`src/rtl/run_ctrl.sv`:
```
// run_ctrl: processor run controller with watchdog, cycle-count capture and serial report
// Ports: clk/rst (sync, active-high); start requests a run; halt/cc come from the core;
// en enables the core; busy/done/timeout give status; cc_cap holds the captured count;
// tx_bit/tx_valid/tx_ready form the LSB-first 1-bit serial link.
// Optional macro RUN_CTRL_PARITY_EN appends an even-parity bit to each report.
module run_ctrl #(
  parameter int TIMEOUT = 200,
  parameter int CC_W = 16
) (
  input  logic            clk,
  input  logic            rst,
  input  logic            start,
  input  logic            halt,
  input  logic [CC_W-1:0] cc,
  output logic            en,
  output logic            busy,
  output logic            done,
  output logic            timeout,
  output logic [CC_W-1:0] cc_cap,
  output logic            tx_bit,
  output logic            tx_valid,
  input  logic            tx_ready
);
`ifdef RUN_CTRL_PARITY_EN
  localparam int NB = CC_W + 1;
`else
  localparam int NB = CC_W;
`endif
  localparam int CW = $clog2(TIMEOUT) + 1;
  localparam int IW = $clog2(NB);
  localparam logic [CW-1:0] CNT_LAST = CW'(TIMEOUT - 1);
  localparam logic [IW-1:0] IDX_LAST = IW'(NB - 1);
  typedef enum logic [1:0] {IDLE, RUN, REPORT, DONE} state_t;
  state_t state_q, state_d;
  logic [CW-1:0] cnt_q, cnt_d;
  logic [IW-1:0] idx_q, idx_d, idx_nx;
  logic en_q, en_d, busy_q, busy_d, done_q, done_d, timeout_q, timeout_d;
  logic tx_bit_q, tx_bit_d, tx_valid_q, tx_valid_d, bit_nx;
  logic [CC_W-1:0] cc_cap_q, cc_cap_d, sh;
  assign idx_nx = idx_q + IW'(1);
  assign sh = cc_cap_q >> idx_nx;
`ifdef RUN_CTRL_PARITY_EN
  assign bit_nx = (idx_nx == IW'(CC_W)) ? ^cc_cap_q : sh[0];
`else
  assign bit_nx = sh[0];
`endif
  always_comb begin
    state_d = state_q;
    cnt_d = cnt_q;
    idx_d = idx_q;
    en_d = en_q;
    busy_d = busy_q;
    done_d = done_q;
    timeout_d = timeout_q;
    cc_cap_d = cc_cap_q;
    tx_bit_d = tx_bit_q;
    tx_valid_d = tx_valid_q;
    case (state_q)
      IDLE, DONE: if (start) begin
        state_d = RUN;
        cnt_d = '0;
        en_d = 1'b1;
        busy_d = 1'b1;
        done_d = 1'b0;
        timeout_d = 1'b0;
      end
      RUN: begin
        cnt_d = cnt_q + CW'(1);
        // halt has priority over the watchdog when both fire together
        if (halt || cnt_q == CNT_LAST) begin
          state_d = REPORT;
          en_d = 1'b0;
          cc_cap_d = cc;
          timeout_d = !halt;
          idx_d = '0;
          tx_valid_d = 1'b1;
          tx_bit_d = cc[0];
        end
      end
      REPORT: if (tx_ready) begin
        if (idx_q == IDX_LAST) begin
          state_d = DONE;
          idx_d = '0;
          tx_valid_d = 1'b0;
          tx_bit_d = 1'b0;
          busy_d = 1'b0;
          done_d = 1'b1;
        end else begin
          idx_d = idx_nx;
          tx_bit_d = bit_nx;
        end
      end
      default: state_d = IDLE;
    endcase
  end
  always_ff @(posedge clk) begin
    if (rst) begin
      state_q <= IDLE;
      cnt_q <= '0;
      idx_q <= '0;
      en_q <= 1'b0;
      busy_q <= 1'b0;
      done_q <= 1'b0;
      timeout_q <= 1'b0;
      cc_cap_q <= '0;
      tx_bit_q <= 1'b0;
      tx_valid_q <= 1'b0;
    end else begin
      state_q <= state_d;
      cnt_q <= cnt_d;
      idx_q <= idx_d;
      en_q <= en_d;
      busy_q <= busy_d;
      done_q <= done_d;
      timeout_q <= timeout_d;
      cc_cap_q <= cc_cap_d;
      tx_bit_q <= tx_bit_d;
      tx_valid_q <= tx_valid_d;
    end
  end
  assign en = en_q;
  assign busy = busy_q;
  assign done = done_q;
  assign timeout = timeout_q;
  assign cc_cap = cc_cap_q;
  assign tx_bit = tx_bit_q;
  assign tx_valid = tx_valid_q;
endmodule

```
`config.mk`:
```
export PLATFORM = sky130hd
export DESIGN_NAME = run_ctrl
export DESIGN_NICKNAME = d
export VERILOG_FILES = /design/src/rtl/run_ctrl.sv
export SDC_FILE = /design/constraint.sdc
export NUM_CORES = 1
export LEC_CHECK = 0
export BUFFER_PORTS_ARGS = -buffer_cell sky130_fd_sc_hd__buf_2
export CORE_ASPECT_RATIO = 0.6
export CORE_UTILIZATION = 28
export CTS_CLUSTER_DIAMETER = 150
export DETAILED_ROUTE_END_ITERATION = 10
export HOLD_SLACK_MARGIN = 0.1
export SYNTH_ARGS = -nofsm -noshare
export SYNTH_HDL_FRONTEND = slang
export SYNTH_SLANG_ARGS = --single-unit
```
`constraint.sdc`:
```
create_clock -name clk -period 2.7 [get_ports clk]
set_input_delay 0.27 -clock clk [delete_from_list [all_inputs] [get_ports clk]]
set_output_delay 0.27 -clock clk [all_outputs]
set_load 0.05 [all_outputs]
```
# Word level (Yosys, flattened, before mapping)
# Index checks and enable logic that the tools add are counted.
# W data, S select, Z words.
# classes
n_eq_ne	9
mux	29
magnitude_cmp	0
reduce_logical	14
shift	1
bitwise	0
n_mul	0
div	0
add_sub_neg	2
# op_table
cell	n
$pmux W9 S2	1
$shr A16 B4 Y1	1
$mux W1	12
$mux W4	3
$pmux W1 S2	6
$reduce_and A4 Y1	3
$add A9 B1 Y9 const B	1
$eq A9 B8 Y1 const B	1
$mux W9	1
$mux W2	4
$ne A2 B2 Y1 const B	4
$pmux W4 S2	1
$pmux W2 S3	1
$reduce_and A3 Y1	2
$reduce_bool A2 Y1	3
$add A4 B1 Y4 const B	1
$eq A2 B2 Y1 const B	2
$eq A4 B4 Y1 const B	1
$reduce_and A2 Y1	2
$eq A2 B1 Y1 const B	1
$logic_not A2 Y1	1
$reduce_or A2 Y1	1
$logic_not A1 Y1	1
$logic_or A1 B1 Y1	1
# word_totals
out_inout_bits	22
latchBits	0
n_memories	0
rom_bits	0
wordCells	65
reg_bits	37
input_bits	21
mem_bits_rw	0

# Logic depth before layout (Yosys ltp)
# Gate-level depths: netlist of the first run.
# depth
word_depth	5
ltp_mapped	8
mapped_depth_nobuf	7

# Least setup slack after synthesis of the first run
# OpenSTA, ideal clock, no wires.
# synth_path
kind	register to register
from	register state_q[0]
to	register cnt_q[7]
path_stages_with_launch	8
setup_slack_ns	0.829
path_buffers	0
setup_ns	0.070
arrival_ns	1.801
period_less_slack_ns	1.871
t_required_ns	2.630
path_cell_list	dfxtp_1 > inv_1 > ha_1 > nand2b_1 > o21a_1 > nand4_1 > or3_1 > a21oi_1
# synth_between
elab_chain_len	4
elab_cells_between_ends	8
classes_between	3 x eq/ne; 1 x mux; 4 x reduce/logical
# synth_lines
item	line_no	rtl
start, declared	34	state_t state_q, state_d;
start signal, assigned	109	state_q <= state_d;
$eq A2 B2 Y1 / $logic_not A2 Y1 (equally long branches)	58	case (state_q)
$reduce_or A2 Y1	58	
$ne A2 B2 Y1 (no line) / $reduce_bool A2 Y1 (equally long branches)	-	
$reduce_and A2 Y1 (no line)	-	
end signal, assigned	110	cnt_q <= cnt_d;
end, declared	35	logic [CW-1:0] cnt_q, cnt_d;
# Several ways; a longest one is shown, not always the timed one.
# A chain may end at the register's enable or synchronous reset.

# Worst setup path in the final report of the first run
# layout_path
from	register idx_q[0]
to	register tx_bit_q (netlist: tx_bit)
# layout_between
elab_chain_len	5
elab_cells_between_ends	6
classes_between	1 x add/sub; 1 x eq/ne; 1 x shift; 3 x mux
# layout_lines
item	line_no	rtl
start, declared	36	logic [IW-1:0] idx_q, idx_d, idx_nx;
start signal, assigned	111	idx_q <= idx_d;
$add A4 B1 Y4	40	assign idx_nx = idx_q + IW'(1);
$shr A16 B4 Y1	41	assign sh = cc_cap_q >> idx_nx;
$mux W1 *	81	if (idx_q == IDX_LAST) begin
$mux W1 *	80	REPORT: if (tx_ready) begin
$pmux W1 S2 *	58	
end signal, assigned	117	tx_bit_q <= tx_bit_d;
end, declared	38	logic tx_bit_q, tx_bit_d, tx_valid_q, tx_valid_d, bit_nx;
# Every way passes the cells marked *; elsewhere a longest branch is shown, timed or not. The select of a mux whose other input is x is not followed.

==> results.md, run 1 <==
* Logic pwr share at 42.8%
* Sw Ratio at 42.7%
* Cell Area, Synth at 1780 sq um
* Mux contribution to synthesized area at between 10% and 20%
* Fraction of the cycle the final worst path needs at 82.0%
* Largest family of logic cells by synthesized area: simple AND/OR/NAND/NOR gates
* Post-DR vias/cell at 4.66
* Initial antenna violation count at 0
* Hpwl dp at 2.84 mm
* Adder-Cell Fraction of Synth Area at 3.51%
* Status: finished, final reports clean
* Fin cells at 318
* Iter 0 DRT Violations at 66
* Mapped Nets at 217
* GRT Util Overall at about an eighth
* Ys flop type: dfxtp_1
* Pint at 1.08 mW
* Ports at between 40 and 50
* Pre-CTS setup slack at 0.484 ns
* WL/cell at 12.3 microns
* Compound-Gate Fraction of Synth Area at 15.6%
* Setup_tns at 0 ns
* H-tree levels at 2
* CTS Hold Buffers Added at 0
* Register area at 741 sq um
* Layout area overhead at 20.1%
* Worst-skew pair later-pin latency at just under 0.3 ns
* Slowest CP cell: dfxtp_1
* GP Congestion at around 0.74
* Clock Tree Buf Depth at 2
* Clock tree root buffer cell: clkbuf_8
* Rows at 22
* First-pass GRT wire length at 6.64 mm
* Num CTS Buffers at 5
* Routed wire length at approximately 4 mm
* Worst slew pin tran at 0.587 ns
* Worst Setup SP: idx_q[0]
* Mean Syn Cell Area at 9.33 sq um
* Reg-to-Reg End: tx_bit
* Clk pwr share at 20.0%
* # fillers at 645
* Number of remaining DRC errors at 0
* Post-synth top area cell: dfxtp_1
* Post-synthesis sequential area ratio at 41.5%
* R2r setup slk at 0.49 ns
* Post-route setup slack at around 0.5 ns
* Port buffer count at 42
* CTS clk-pin slew, worst paths at around 0.07 ns
* EDFF count, synth at 0
* Worst-path cell chain: ha_1 > xnor2_2 > mux4_2 > o21a_1 > a31oi_1 > o32ai_1
* Worst Clk Skew at 0.00542 ns
* F_max at between 400 and 500 MHz
* CP peak stage delay at 0.44 ns
* Post-route ant nets at 0
* R2R Path Start: idx_q[0]
* VDD IR max at 0.250 mV
* Nets at 259
* Seq pwr share at approximately 37%
* Vias at 1482
* Xor and xnor fraction of the mapped netlist area at 3.37%
* Multi-input gate area at 982 sq um
* Critical Path AT at 2.36 ns
* Min Tclk post-route at 2.21 ns
* Unique cell type count in the Yosys netlist at 41
* Post-synthesis register bit count at 37
* Startpoint Class: flip-flop
* CTS tree: built
* Die height at 63.8 microns
* CP required at 2.85 ns
* RSZ-0062 raised after global routing: false
* Initial core utilization at 29.0%
* Static leakage at between 0.8 and 0.9 nW
* Sw power at ~0.8 mW
* Power per cell area at 877 nW/um^2
* Post-CTS sizing at 0
* Yosys warnings at 0
* Die X at 105 microns
* Antenna Cells at 0
* Placed Cells at 310
* Number of detailed-route iterations in the first pass at 4
* Share of cells above drive strength 1 at 24.8%
* Largest net degree at the start of global routing at 33
* Max-Cap Viols at 0
* Commonest cells post-synth: 37 x dfxtp_1, 32 x nor2_1, 21 x mux2i_1, 14 x a21oi_1, 11 x nand2_1
* Final slew viol count at 0
* Most common cell in the netlist: dfxtp_1
* Ys async rst share at 0%
* Hold Fails Final Rpt at 0
* Simple-Gate Fraction of Synth Area at 18.9%
* Worst Hold Class: in -> reg
* Slew headroom at roughly three fifths
* Syn Inst Count at 191
* Die ar. at between 6000 and 7000 sq um
* Core Area at slightly above 6000 sq um
* Worst setup endpoint: tx_bit
* Area share of the largest cell type after synthesis at between 40% and 50%
* Reg2Reg Depth at 6
* Sink Count at 37
* Crit Path Class: reg -> reg
* Gr ovfl total at 0
* Synth area leaders: dfxtp_1 42%, mux2i_1 12%, nor2_1 6.7%
* Vias in the first global route at about 1400
* Worst-path fanout max at 11
* Post-CTS setup buffers at 0
* Final setup fails at 0
* Total design power at ~1.9 mW
* Critical path endpoint category: flip-flop
==> metrics by stage <==
stage          area (sq um)  hold slack [ns]  util, %
5_1_grt                2140            0.226     34.9
2_1_floorplan          1780            0.417        -
3_5_place_dp           2060            0.479     33.6
3_3_place_gp           2060            0.475     33.6
6_report               2140            0.213     34.9
4_1_cts                2140            0.211     34.9
==> layout make-up <==
| cell class | instances | share of cell area (%) |
|---|---|---|
| sequential | 37 | 34.6 |
| timing repair buffer | 43 | 10.2 |
| tap | 84 | 4.91 |
| inverter | 4 | 0.701 |
| multi-input combinational | 142 | 45.9 |
| clock buffer | 8 | 3.74 |
==> worst max-delay path: cells and delay by family (launching register included) <==
family / cells / cell delay (ns)
xor+xnor: 1 / 0.44
fa+ha+maj: 1 / 0.33
compound gates: 3 / 0.47
flops: 1 / 0.44
mux: 1 / 0.40
==> logic make-up (layout without fill, tap and decap cells) <==
| logic type | count (synthesis) | in the layout |
|---|---|---|
| compound gates | 41 | 41 |
| xor+xnor | 6 | 6 |
| fa+ha+maj | 5 | 5 |
| buf+inv | 12 | 55 |
| flops | 37 | 37 |
| mux | 23 | 23 |
| simple gates | 67 | 67 |
==> worst min path at each step <==
stage,slack [ns],start,depth (start not counted),to
after floorplan,0.42,cc[0],2,cc_cap[0]
after global placement,0.47,cnt_q[8],2,cnt_q[8]
after detailed placement,0.48,tx_valid,2,tx_valid
after CTS,0.21,cc[2],3,cc_cap[2]
after global routing,0.23,cc[5],3,cc_cap[5]
final,0.21,cc[9],3,cc_cap[9]
==> sequential cells by signal, summed over array words and instances (netlist names) <==
signal	cells
idx_q	4
timeout	1
cc_cap	16
busy	1
tx_valid	1
tx_bit	1
en	1
done	1
cnt_q	9
state_q	2
==> power groups by stage <==
| stage | Combinational [mW] | Sequential [mW] | Clock (mW) |
|---|---|---|---|
| 5_1_grt | 0.880 | 0.712 | 0.408 |
| 6_report | 0.803 | 0.698 | 0.376 |
| 3_5_place_dp | 0.803 | 0.712 | 0 |
| 4_1_cts | 0.807 | 0.700 | 0.387 |
| 3_3_place_gp | 0.804 | 0.714 | 0 |
| 2_1_floorplan | 0.447 | 0.901 | 0 |
==> placed cells by master, fill, tap and decap left out, types with 2 or more instances in the layout <==
cell type / synthesis / final
nand4_1: 4 / 4
a22oi_1: 3 / 3
nand3b_1: 2 / 2
xor2_1: 5 / 5
a21oi_1: 14 / 14
nor2_1: 32 / 32
ha_1: 5 / 5
dfxtp_1: 37 / 37
buf_2: 3 / 42
a211oi_1: 2 / 2
clkbuf_1: 3 / 3
or3_1: 4 / 4
clkbuf_8: 0 / 5
mux2i_1: 21 / 21
a311oi_1: 3 / 3
o21ai_0: 8 / 8
nand2_1: 11 / 11
o21a_1: 3 / 3
nand2b_1: 3 / 3
inv_1: 4 / 4
nand3_1: 3 / 3
==> routing by layer <==
metal / share of wire [%] / up-vias / global-route usage, %
met5: 0 / - / 0
met4: 1.2 / 0 / 5.28
met3: 4.9 / 4 / 3.37
met2: 37 / 33 / 16.1
met1: 57 / 676 / 19.0
li1: - / 769 / -
(Power assumes the default switching activity.)
==> run 2, diff against run 1 <==
==> constraint.sdc (replaced) <==
create_clock -name clk -period 2.2 [get_ports clk]
set_input_delay 0.22 -clock clk [delete_from_list [all_inputs] [get_ports clk]]
set_output_delay 0.22 -clock clk [all_outputs]
set_load 0.05 [all_outputs]
==> run 2 against run 1 <==
Effect of this change:
- critical path depth up 1
- total power increased by 39%
- combinational power increased by 33%
- flip-flop and latch count unchanged
- non-clock buffer count rose by 8
- critical endpoint is now cnt_q[7]
==> results.md, run 2 (same netlist as run 1, synthesis figures left out) <==
* Status: finished, final reports clean
* Largest register FFs at 16
* Initial core utilization at 29.0%
* Die X at 105 microns
* Fraction of the cycle the final worst path needs at 90.8%
* Port buffer count at 42
* Number of detailed-route iterations in the first pass at 4
* Worst-skew pair later-pin latency at roughly 0.28 ns
* Reg2Reg Depth at 7
* Clk pwr share at 26.5%
* Worst path top cell family by delay: simple AND/OR/NAND/NOR gates
* Hold Path End: cc_cap[9]
* Die height at 63.8 microns
* First-pass GRT wire length at 6.86 mm
* F_max at 501 MHz
* R2R Path Start: state_q[0]
* Num CTS Buffers at 5
* Worst-path fanout max at 8
* Worst slew pin tran at ~0.41 ns
* Rows at 22
* Nets at 267
* Static leakage at 0.945 nW
* Vias in the first global route at about 1400
* Hold path depth at 3
* CTS Hold Buffers Added at 0
* GRT Util Overall at about an eighth
* VDD IR max at 0.367 mV
* Slowest CP cell: ha_1
* Placed Cells at 316
* Total design power at 2.61 mW
* Hpwl dp at around 3 mm
* Final slew viol count at 0
* Logic pwr share at 40.9%
* Initial antenna violation count at 0
* Worst Hold Class: in -> reg
* H-tree levels at 2
* Post-DR vias/cell at 4.60
* Core Area at about 6100 sq um
* Ports at 43
* Sink Count at 37
* Pint at 1.59 mW
* Layout area overhead at 27.2%
* Slew headroom at 72.7%
* CTS clk-pin slew, worst paths at ~0.080 ns
* Post-route setup slack at around 0.20 ns
* Gr ovfl total at 0
* Hold Fails Final Rpt at 0
* Commonest non-fill, non-tap cells in the layout: 42 x buf_2, 37 x dfxtp_1, 32 x nor2_1, 21 x mux2i_1, 14 x a21oi_1
* Iter 0 DRT Violations at 93
* Pre-CTS setup slack at approximately 0.20 ns
* Clock tree root buffer cell: clkbuf_8
* Critical path endpoint category: flip-flop
* Reg-to-Reg End: cnt_q[7]
* Max-Cap Viols at 0
* RSZ-0062 raised after global routing: false
* Worst-path cell chain: inv_1 > ha_1 > nand2b_1 > o21a_1 > nand4_1 > or3_1 > a21oi_1
* Largest net degree at the start of global routing at 22
* R2r setup slk at 0.20 ns
* Fin cells at 326
* Post-route ant nets at 0
* Clock Tree Buf Depth at 2
* Setup_tns at 0 ns
* CTS tree: built
* Startpoint Class: flip-flop
* Post-CTS setup buffers at 0
* Hold path start: cc[9]
* Share of cells above drive strength 1 at 28.5%
* Crit Path Class: reg -> reg
* CP bufs+invs at 1
* Power per cell area at 1150 nW/um^2
* Routed wire length at 3.97 mm
* Sw power at 1.02 mW
* Vias at between 1000 and 1500
* Seq pwr share at between 30% and 40%
* Number of remaining DRC errors at 0
* Final setup fails at 0
* Min Tclk post-route at ~2 ns
* Critical Path AT at 2.22 ns
* GP Congestion at 0.855
* Die ar. at 6700 sq um
* Commonest non-fill, non-tap cell in the layout: buf_2
* Antenna Cells at 0
* CP peak stage delay at roughly 0.4 ns
* Worst Clk Skew at 0.00672 ns
* WL/cell at 12.2 microns
* Sw Ratio at 39.0%
* Post-CTS sizing at 0
* CP required at about 2.4 ns
run 2: cell count changes in the layout (fill, tap and decap cells not counted):
cell / delta
buf_12: +1
buf_4: +7
bufinv_16: +2
clkbuf_1: -3
clkinv_2: +1
run 2: worst max path at each step:
stage / endpoint / slack [ns] / depth (start not counted) / startpoint
floorplan: cnt_q[7] / 0.33 / 7 / state_q[0]
global placement: cnt_q[7] / 0.30 / 7 / state_q[0]
detailed placement: cnt_q[7] / 0.20 / 7 / state_q[0]
CTS: cnt_q[7] / 0.17 / 7 / state_q[0]
global route: cnt_q[7] / 0.03 / 7 / state_q[0]
finish: cnt_q[7] / 0.20 / 7 / state_q[0]
run 2: power groups by stage:
stage | Combinational [mW] | Clock [mW] | Sequential [mW]
6_report | 1.07 | 0.692 | 0.848
5_1_grt | 1.17 | 0.751 | 0.865
4_1_cts | 1.06 | 0.720 | 0.848
3_5_place_dp | 1.06 | 0 | 0.862
3_3_place_gp | 1.05 | 0 | 0.863
2_1_floorplan | 0.548 | 0 | 1.11
run 2: tightest hold or removal path, stage by stage:
cell	delay [ns]
buf_2	0.07
mux2i_1	0.05
nor2_1	0.07
run 2: final cells by class:
class,instances,area (sq um)
Clock buffer,5,68.8
Clock inverter,3,65.1
Fill cell,642,3870
Inverter,4,15.0
Multi-Input combinational cell,142,982
Sequential cell,37,741
Tap cell,84,105
Timing Repair Buffer,51,290
run 2: stage by stage:
stage | area (sq um) | utilization (%) | hold WS (ns)
final | 2270 | 36.9 | 0.165
after global routing | 2270 | 36.9 | 0.155
after CTS | 2250 | 36.7 | 0.155
after detailed placement | 2120 | 34.5 | 0.465
after global placement | 2120 | 34.5 | 0.457
after floorplan | 1780 | - | 0.367
run 2: per-layer routing:
metal	routed length, microns	global-route usage [%]	share of wire, %	vias to the layer above
li1	-	-	-	780
met1	2210	18.9	56	674
met2	1500	18.0	38	42
met3	224	3.27	5.6	2
met4	28	4.75	0.71	0
met5	0	0	0	-
==> run 3, diff against run 2 <==
--- a/config.mk
+++ b/config.mk
@@ -7,10 +7,11 @@
 export LEC_CHECK = 0
 export BUFFER_PORTS_ARGS = -buffer_cell sky130_fd_sc_hd__buf_2
 export CORE_ASPECT_RATIO = 0.6
-export CORE_UTILIZATION = 28
+export CORE_UTILIZATION = 50
 export CTS_CLUSTER_DIAMETER = 150
 export DETAILED_ROUTE_END_ITERATION = 10
 export HOLD_SLACK_MARGIN = 0.1
+export PLACE_DENSITY = 0.75
 export SYNTH_ARGS = -nofsm -noshare
 export SYNTH_HDL_FRONTEND = slang
 export SYNTH_SLANG_ARGS = --single-unit
==> constraint.sdc (replaced) <==
create_clock -name clk -period 2.2 [get_ports clk]
set_input_delay 0.22 -clock clk [delete_from_list [all_inputs] [get_ports clk]]
set_output_delay 0.22 -clock clk [all_outputs]
set_load 0.02 [all_outputs]
==> run 3 against run 2 <==
Effect of this change:
- clock skew grew 0.0032 ns
- worst setup slack lost 0.029 ns
- wire length shrank 5.8%
- non-clock buffer count shrank 3
==> results.md, run 3 (same netlist as run 1, synthesis figures left out) <==
* Status: finished, final reports clean
* Post-CTS setup buffers at 0
* Static leakage at 0.904 nW
* Largest net degree at the start of global routing at 33
* Placed Cells at 276
* Commonest non-fill, non-tap cell in the layout: buf_2
* Vias in the first global route at around 1300
* Initial antenna violation count at 0
* Worst slew pin tran at 0.576 ns
* CTS clk-pin slew, worst paths at roughly 0.07 ns
* Initial core utilization at 53.7%
* CP required at between 2 and 2.5 ns
* Startpoint Class: flip-flop
* Core Area at 3320 sq um
* Slew headroom at about three fifths
* Sink Count at 37
* Antenna Cells at 0
* Gr ovfl total at 0
* H-tree levels at 2
* Port buffer count at 42
* Die height at approximately 48 microns
* Met2 usage at 30.0%
* Routed wire length at roughly 3.7 mm
* Rows at 16
* Die ar. at ~3800 sq um
* Critical path endpoint category: flip-flop
* Iter 0 DRT Violations at 51
* Worst-path fanout max at 6
* Commonest non-fill, non-tap cells in the layout: 42 x buf_2, 37 x dfxtp_1, 32 x nor2_1, 21 x mux2i_1, 14 x a21oi_1
* First-pass GRT wire length at between 5 and 6 mm
* Worst Hold Class: in -> reg
* Number of remaining DRC errors at 0
* Hpwl dp at 2.74 mm
* CTS Hold Buffers Added at 0
* Number of detailed-route iterations in the first pass at 4
* GP Congestion at 0.819
* Final slew viol count at 0
* Post-CTS sizing at 0
* Max-Cap Viols at 0
* Critical Path AT at 2.24 ns
* Num CTS Buffers at 5
* Setup_tns at 0 ns
* Clock tree root buffer cell: clkbuf_8
* GRT Util Overall at about a fifth
* Gr busiest metal: met1
* WL/cell at between 10 and 15 microns
* VDD IR max at approximately 0.46 mV
* Post-route ant nets at 0
* Die X at 79.1 microns
* RSZ-0062 raised after global routing: false
* Largest register FFs at 16
* Met1 Usage GRT at 30.3%
* Register area at ~740 sq um
* Min Tclk post-route at 2.03 ns
* Vias at about 1500
* Fin cells at 284
* Power per cell area at just over 1000 nW/um^2
* Ports at between 40 and 50
* Share of cells above drive strength 1 at 26.4%
* CTS tree: built
* F_max at 493 MHz
* Final setup fails at 0
* Worst Clk Skew at 0.00988 ns
* Worst-skew pair later-pin latency at 0.28 ns
* Layout area overhead at 20.1%
* Nets at roughly 260
* M3 GR Usage at under 10%
* Fraction of the cycle the final worst path needs at 92.1%
* Hold Fails Final Rpt at 0
* Multi-input gate area at 982 sq um
* Post-DR vias/cell at 5.26
* Crit Path Class: reg -> reg
* # fillers at 287
* Hold_ws at approximately 0.16 ns
* Clock Tree Buf Depth at 2
run 3: power breakdown:
| part | internal (mW) | switching (mW) |
|---|---|---|
| Clock | 0.225 | 0.222 |
| Sequential | 0.774 | 0.0727 |
| Combinational | 0.359 | 0.524 |
run 3: final timing paths:
path,startpoint,end,slack [ns],cells past startpoint
worst max-delay path,state_q[0],cnt_q[7],0.17,7
worst min-delay path,cc[2],cc_cap[2],0.16,3
worst max register to register,state_q[0],cnt_q[7],0.17,7
worst min register to register,tx_valid,tx_valid,0.48,2
run 3: cell type report:
class                   instances  share of cell area (%)
inverters                       4                   0.701
flip-flops and latches         37                    34.6
well taps                      45                    2.63
repair buffers                 48                    12.5
clock buffers                   8                    3.74
multi-input cells             142                    45.9
run 3: through the flow:
step           util, %  worst slack [ns]  instance area (sq um)  power [mW]
2_1_floorplan        -             0.329                   1780        1.49
3_3_place_gp      62.0             0.304                   2060        1.72
3_5_place_dp      62.0             0.207                   2060        1.73
4_1_cts           64.5             0.177                   2140        2.18
5_1_grt           64.5            0.0249                   2140        2.33
6_report          64.5             0.173                   2140        2.18
run 3: critical path: stages, from the launching register on:
cell and delay, ns:
dfxtp_1 0.38, inv_1 0.06, ha_1 0.31, nand2b_1 0.17, o21a_1 0.27, nand4_1 0.23
or3_1 0.39, a21oi_1 0.14
run 3: routing by layer:
layer	vias to the layer above	part of all wire (%)
li1	776	-
met1	689	57
met2	26	38
met3	4	4.1
met4	0	0.62
met5	-	0
